==> src/rtl/calc_pkg.sv <==
// rtl/calc_pkg.sv - shared FSM states, ALU opcodes and error byte for calc_cmd_parser
package calc_pkg;

  typedef enum logic [2:0] {
    ST_IDLE  = 3'd0,
    ST_GET_A = 3'd1,
    ST_GET_B = 3'd2,
    ST_EXEC  = 3'd3,
    ST_TX_Y  = 3'd4,
    ST_TX_F  = 3'd5,
    ST_ERR   = 3'd6
  } state_e;

  localparam logic [3:0] OP_ADD = 4'd0;
  localparam logic [3:0] OP_SUB = 4'd1;
  localparam logic [3:0] OP_AND = 4'd2;
  localparam logic [3:0] OP_OR  = 4'd3;
  localparam logic [3:0] OP_XOR = 4'd4;
  localparam logic [3:0] OP_SHL = 4'd5;
  localparam logic [3:0] OP_SHR = 4'd6;
  localparam logic [3:0] OP_SRA = 4'd7;

  localparam logic [7:0] ERR_BYTE = 8'hEE;

endpackage

==> src/rtl/frame_timer.sv <==
// rtl/frame_timer.sv - inter-byte timeout counter; expired marks LIMIT-1 idle cycles while enabled
module frame_timer #(
  parameter int LIMIT = 100000
) (
  input  logic clk,
  input  logic rst,
  input  logic clear,
  input  logic enable,
  output logic expired
);

  localparam int W = (LIMIT > 2) ? $clog2(LIMIT) : 1;

  logic [W-1:0] count_q, count_d;

  always_comb begin
    count_d = count_q + W'(1);
    if (clear || !enable) count_d = '0;
  end

  always_ff @(posedge clk) begin
    if (rst) count_q <= '0;
    else     count_q <= count_d;
  end

  assign expired = enable && (count_q == W'(LIMIT - 1));

endmodule

==> src/rtl/calc_cmd_parser.sv <==
// rtl/calc_cmd_parser.sv - UART byte-frame parser driving an external ALU and returning y and flag bytes
// Optional inter-byte timeout enabled by macro CALC_TIMEOUT_EN.
module calc_cmd_parser
  import calc_pkg::*;
#(
  parameter int N              = 8,
  parameter int TIMEOUT_CYCLES = 100000
) (
  input  logic         clk,
  input  logic         rst,
  input  logic         rx_valid,
  input  logic [7:0]   rx_data,
  output logic         rx_ready,
  output logic [3:0]   op,
  output logic [N-1:0] a,
  output logic [N-1:0] b,
  input  logic [N-1:0] y,
  input  logic         flg,
  output logic         tx_valid,
  output logic [7:0]   tx_data,
  input  logic         tx_ready,
  output logic         busy,
  output logic         ovr
);

  state_e       state_q, state_d;
  logic [3:0]   op_q, op_d;
  logic [N-1:0] a_q, a_d, b_q, b_d, y_q, y_d;
  logic         flg_q, flg_d, ovr_q, ovr_d;
  logic         rx_open, accept, tx_live, timeout;
  logic [7:0]   tx_byte;

  assign rx_open = (state_q == ST_IDLE) || (state_q == ST_GET_A) || (state_q == ST_GET_B);
  assign accept  = rx_valid && rx_open;
  assign tx_live = (state_q == ST_TX_Y) || (state_q == ST_TX_F) || (state_q == ST_ERR);

`ifdef CALC_TIMEOUT_EN
  frame_timer #(.LIMIT(TIMEOUT_CYCLES)) u_frame_timer (
    .clk     (clk),
    .rst     (rst),
    .clear   (accept),
    .enable  ((state_q == ST_GET_A) || (state_q == ST_GET_B)),
    .expired (timeout)
  );
`else
  // Without the timer the parameter is inert; this is constant false for any legal value.
  assign timeout = (TIMEOUT_CYCLES < 0);
`endif

  always_comb begin
    state_d = state_q;
    op_d    = op_q;
    a_d     = a_q;
    b_d     = b_q;
    y_d     = y_q;
    flg_d   = flg_q;
    ovr_d   = ovr_q || (rx_valid && !rx_open);
    tx_byte = 8'h00;
    case (state_q)
      ST_IDLE: if (accept) begin
        if (rx_data[7:3] == 5'd0) begin
          op_d    = rx_data[3:0];
          state_d = ST_GET_A;
        end else begin
          state_d = ST_ERR;
        end
      end
      ST_GET_A: begin
        if (accept) begin
          a_d     = rx_data;
          state_d = ST_GET_B;
        end else if (timeout) state_d = ST_ERR;
      end
      ST_GET_B: begin
        if (accept) begin
          b_d     = rx_data;
          state_d = ST_EXEC;
        end else if (timeout) state_d = ST_ERR;
      end
      ST_EXEC: begin
        y_d     = y;
        flg_d   = flg;
        state_d = ST_TX_Y;
      end
      ST_TX_Y: begin
        tx_byte = y_q;
        if (tx_ready) state_d = ST_TX_F;
      end
      ST_TX_F: begin
        tx_byte = {7'b0, flg_q};
        if (tx_ready) state_d = ST_IDLE;
      end
      ST_ERR: begin
        tx_byte = ERR_BYTE;
        if (tx_ready) state_d = ST_IDLE;
      end
      default: state_d = ST_IDLE;
    endcase
  end

  always_ff @(posedge clk) begin
    if (rst) begin
      state_q <= ST_IDLE;
      op_q    <= '0;
      a_q     <= '0;
      b_q     <= '0;
      y_q     <= '0;
      flg_q   <= 1'b0;
      ovr_q   <= 1'b0;
    end else begin
      state_q <= state_d;
      op_q    <= op_d;
      a_q     <= a_d;
      b_q     <= b_d;
      y_q     <= y_d;
      flg_q   <= flg_d;
      ovr_q   <= ovr_d;
    end
  end

  // Outputs are masked by rst so they show reset values during the reset cycle itself.
  assign rx_ready = rst || rx_open;
  assign tx_valid = !rst && tx_live;
  assign tx_data  = rst ? 8'h00 : tx_byte;
  assign busy     = !rst && (state_q != ST_IDLE);
  assign ovr      = !rst && ovr_q;
  assign op       = rst ? 4'h0 : op_q;
  assign a        = rst ? '0 : a_q;
  assign b        = rst ? '0 : b_q;

endmodule

==> config.mk <==
export PLATFORM = sky130hd
export DESIGN_NAME = calc_cmd_parser
export DESIGN_NICKNAME = d
export VERILOG_FILES = /design/src/rtl/calc_pkg.sv /design/src/rtl/frame_timer.sv /design/src/rtl/calc_cmd_parser.sv
export SDC_FILE = /design/constraint.sdc
export NUM_CORES = 1
export LEC_CHECK = 0
export ABC_AREA = 1
export CAP_MARGIN = 20
export CORE_ASPECT_RATIO = 1.4
export CORE_MARGIN = 4
export CORE_UTILIZATION = 48
export DETAILED_ROUTE_END_ITERATION = 12
export HOLD_SLACK_MARGIN = 0.06
export PLACE_DENSITY = 0.84
export SYNTH_ARGS = -nofsm -noshare
export SYNTH_HDL_FRONTEND = slang
export SYNTH_HIERARCHICAL = 1
export SYNTH_SLANG_ARGS = --single-unit
==> constraint.sdc <==
create_clock -name clk -period 2 [get_ports clk]
set_clock_uncertainty 0.1 [all_clocks]
set_input_delay 0.2 -clock clk [delete_from_list [all_inputs] [get_ports clk]]
set_output_delay 0.2 -clock clk [all_outputs]
set_load 0.02 [all_outputs]
==> results.txt <==
critical-path cell list -> clkdlybuf4s50_1 > buf_4 > nor2_1 > clkdlybuf4s50_1
Critical Path End Type -> primary output
Clock Pin Slew Worst Setup and Hold Paths -> 60 ps
WHS -> 350.4 ps
vias -> 1547
hold crit path type -> flip-flop to flip-flop
maxcap violations -> 0
Die Footprint -> 0.004246 mm2
Horiz. Die Dim -> 56.23 um
Congestion Overflow GR -> 0
Starting Density -> 0.5004
cell family with most CP delay -> buffers and inverters
diodes inserted -> 0
Final Util -> 0.7131
# Post-CTS Setup Buffers -> 0
commonest non-fill, non-tap cells in the layout -> nor2_1, clkdlybuf4s50_1, dfxtp_1
setup tns final -> 0 ps
Post-Syn Area per Cell -> 6.854 um2
DRC Markers -> 0
post_cts resized -> 9
CTS tree -> built
Top-Level Pins -> 53
top-area cell type share of the netlist area -> 0.4227
first-pass GRT wire length -> 6.341 mm
top post-synthesis cells by area -> dfxtp_1, nor2_1, a21oi_1
non-filler cells, final -> 322
Synth area leader -> dfxtp_1
DRT Pass-1 Iters -> 4
kind of critical path -> primary input to primary output
H-tree Lvls -> 2
number of port buffers -> 52
max incr delay on CP -> 610 ps
Tmin final -> 1949 ps
routability congestion estimate -> 0.8343
P&R area growth vs syn -> 42.51%
Syn Std Cell Area -> 0.001563 mm2
layout cells sized above 1 -> 0.1237
CP arrival -> 1650 ps
nets@finish -> 303
measured slew at the worst slew-check pin -> 263.9 ps
post-synth cell types -> 25
Post-DP Area -> 0.002127 mm2
Placed Cells -> 314
DR WL/cell -> 11.45 um
vias in the first global route -> 1564
Seq cells post-synth -> 33
CP Launch Type -> primary input
PD cells -> 916.2 mW/mm2
Worst Path Buf+Inv -> 3
Hold Fails Final Rpt -> 0
antenna violations before repair -> 0
worst path required time -> 1700 ps
Post-Synthesis Cells -> 228
Std-Cell Rows -> 24
Vias/cell -> 4.804
Top cell by count, worst path -> clkdlybuf4s50_1
Final Cell Area -> 0.002227 mm2
DP HPWL -> 2.842 mm
Die Y -> 75.51 um
part of the Yosys area used for sequential elements -> 0.4227
First DRT Iteration DRCs -> 33
hold_buf cts -> 0
final wirelength -> 3.687 mm
fin. max-slew vios -> 0
ANT nets after route -> 0
RSZ-0062 raised after global routing -> no
Core ar. -> 0.003123 mm2
Final Setup Violations -> 0
largest net degree at the start of global routing -> 22
Clock Tree Root -> clkbuf_8
critical-path maximum fanout -> 19
maximum VDD drop -> 0.0007195 V
Num CTS Buffers -> 5
slowest CP cell -> clkdlybuf4s50_1
post-synth net total -> 249
Leakage -> 1.071 nW
Clock Latency Late Sink -> 290 ps
warnings from Yosys -> 6
Layout fillers -> 273
Tot GR Track Use -> 0.1892
Max clock buf depth -> 2
fmax -> 0.5132 GHz
status -> complete, no violations
Final Cycle Share -> 0.9743
commonest non-fill, non-tap cell in the layout -> nor2_1
CTS Sinks -> 33
relative slew slack -> 0.8235
-- layout make-up --
type	count	area, um2	share of cell area
multi-input combinational	150	711.9	0.3197
clock inverter	3	17.52	0.007865
clock buffer	5	68.82	0.03090
inverter	34	127.6	0.05730
tap	39	48.80	0.02191
sequential	33	661.9	0.2972
timing repair buffer	58	590.6	0.2652
-- worst paths after layout --
check	slack (ps)	cells past startpoint	start	end
min reg2reg	350	2	op_q[0]	op_q[0]
min	350	2	op_q[0]	op_q[0]
max reg2reg	510	5	state_q[2]	y_q[0]
max	50	4	rst	a[5]
-- sequential cells by signal (all words and copies together), names as in the netlist --
name / flops
ovr_q: 1
a_q: 8
op_q: 4
b_q: 8
flg_q: 1
y_q: 8
state_q: 3
-- report_power, final --
part / switching (mW) / total (mW) / internal (mW) / leakage (nW)
sequential: 0.0709 / 0.829 / 0.758 / 0.268
combinational: 0.435 / 0.728 / 0.293 / 0.759
clock: 0.244 / 0.484 / 0.240 / 0.0439
-- synthesized netlist by cell type --
| cell type | instances |
|---|---|
| nor3_1 | 3 |
| buf_6 | 2 |
| buf_2 | 1 |
| dfxtp_1 | 33 |
| nand3_1 | 7 |
| o21ai_2 | 2 |
| nor2_1 | 45 |
| nand2_1 | 21 |
| nor2_2 | 3 |
| o21ai_0 | 16 |
| nand2_4 | 1 |
| o21ai_1 | 12 |
| a21oi_1 | 28 |
| nand2_2 | 6 |
| a21oi_2 | 1 |
| inv_1 | 29 |
| nand3_2 | 1 |
| nor2_4 | 1 |
| clkbuf_2 | 1 |
| buf_4 | 1 |
| o22ai_1 | 1 |
| clkinv_1 | 1 |
| inv_2 | 4 |
| nand4_1 | 2 |
| clkbuf_1 | 6 |
-- logic make-up (layout without fill, tap and decap cells) --
kind of cell / after synthesis / count (layout) / synth area share
buf+inv: 45 / 100 / 0.1217
flops: 33 / 33 / 0.4227
simple gates: 90 / 90 / 0.2554
compound gates: 60 / 60 / 0.2002
-- through the flow --
step	total power [mW]	worst slack [ps]
after floorplan	1.329	499.4
after global routing	2.181	1.249
final	2.041	51.44
after CTS	2.057	5.049
after global placement	1.558	40.31
after detailed placement	1.578	10.96
-- layer usage --
layer,share of wire,up-vias,track usage,wire [um]
met4,0.029,0,0.09235,107
met5,0,-,0,0
met2,0.49,54,0.3537,1790
met3,0.071,10,0.05763,261
li1,-,825,-,-
met1,0.41,658,0.1931,1526
-- worst register-to-register path: cells and delay by family (launching register included) --
kind	cells	cell delay (ps)
flops	1	440
simple gates	3	440
buf+inv	2	400
No activity file was read; power rests on OpenSTA's default activity.
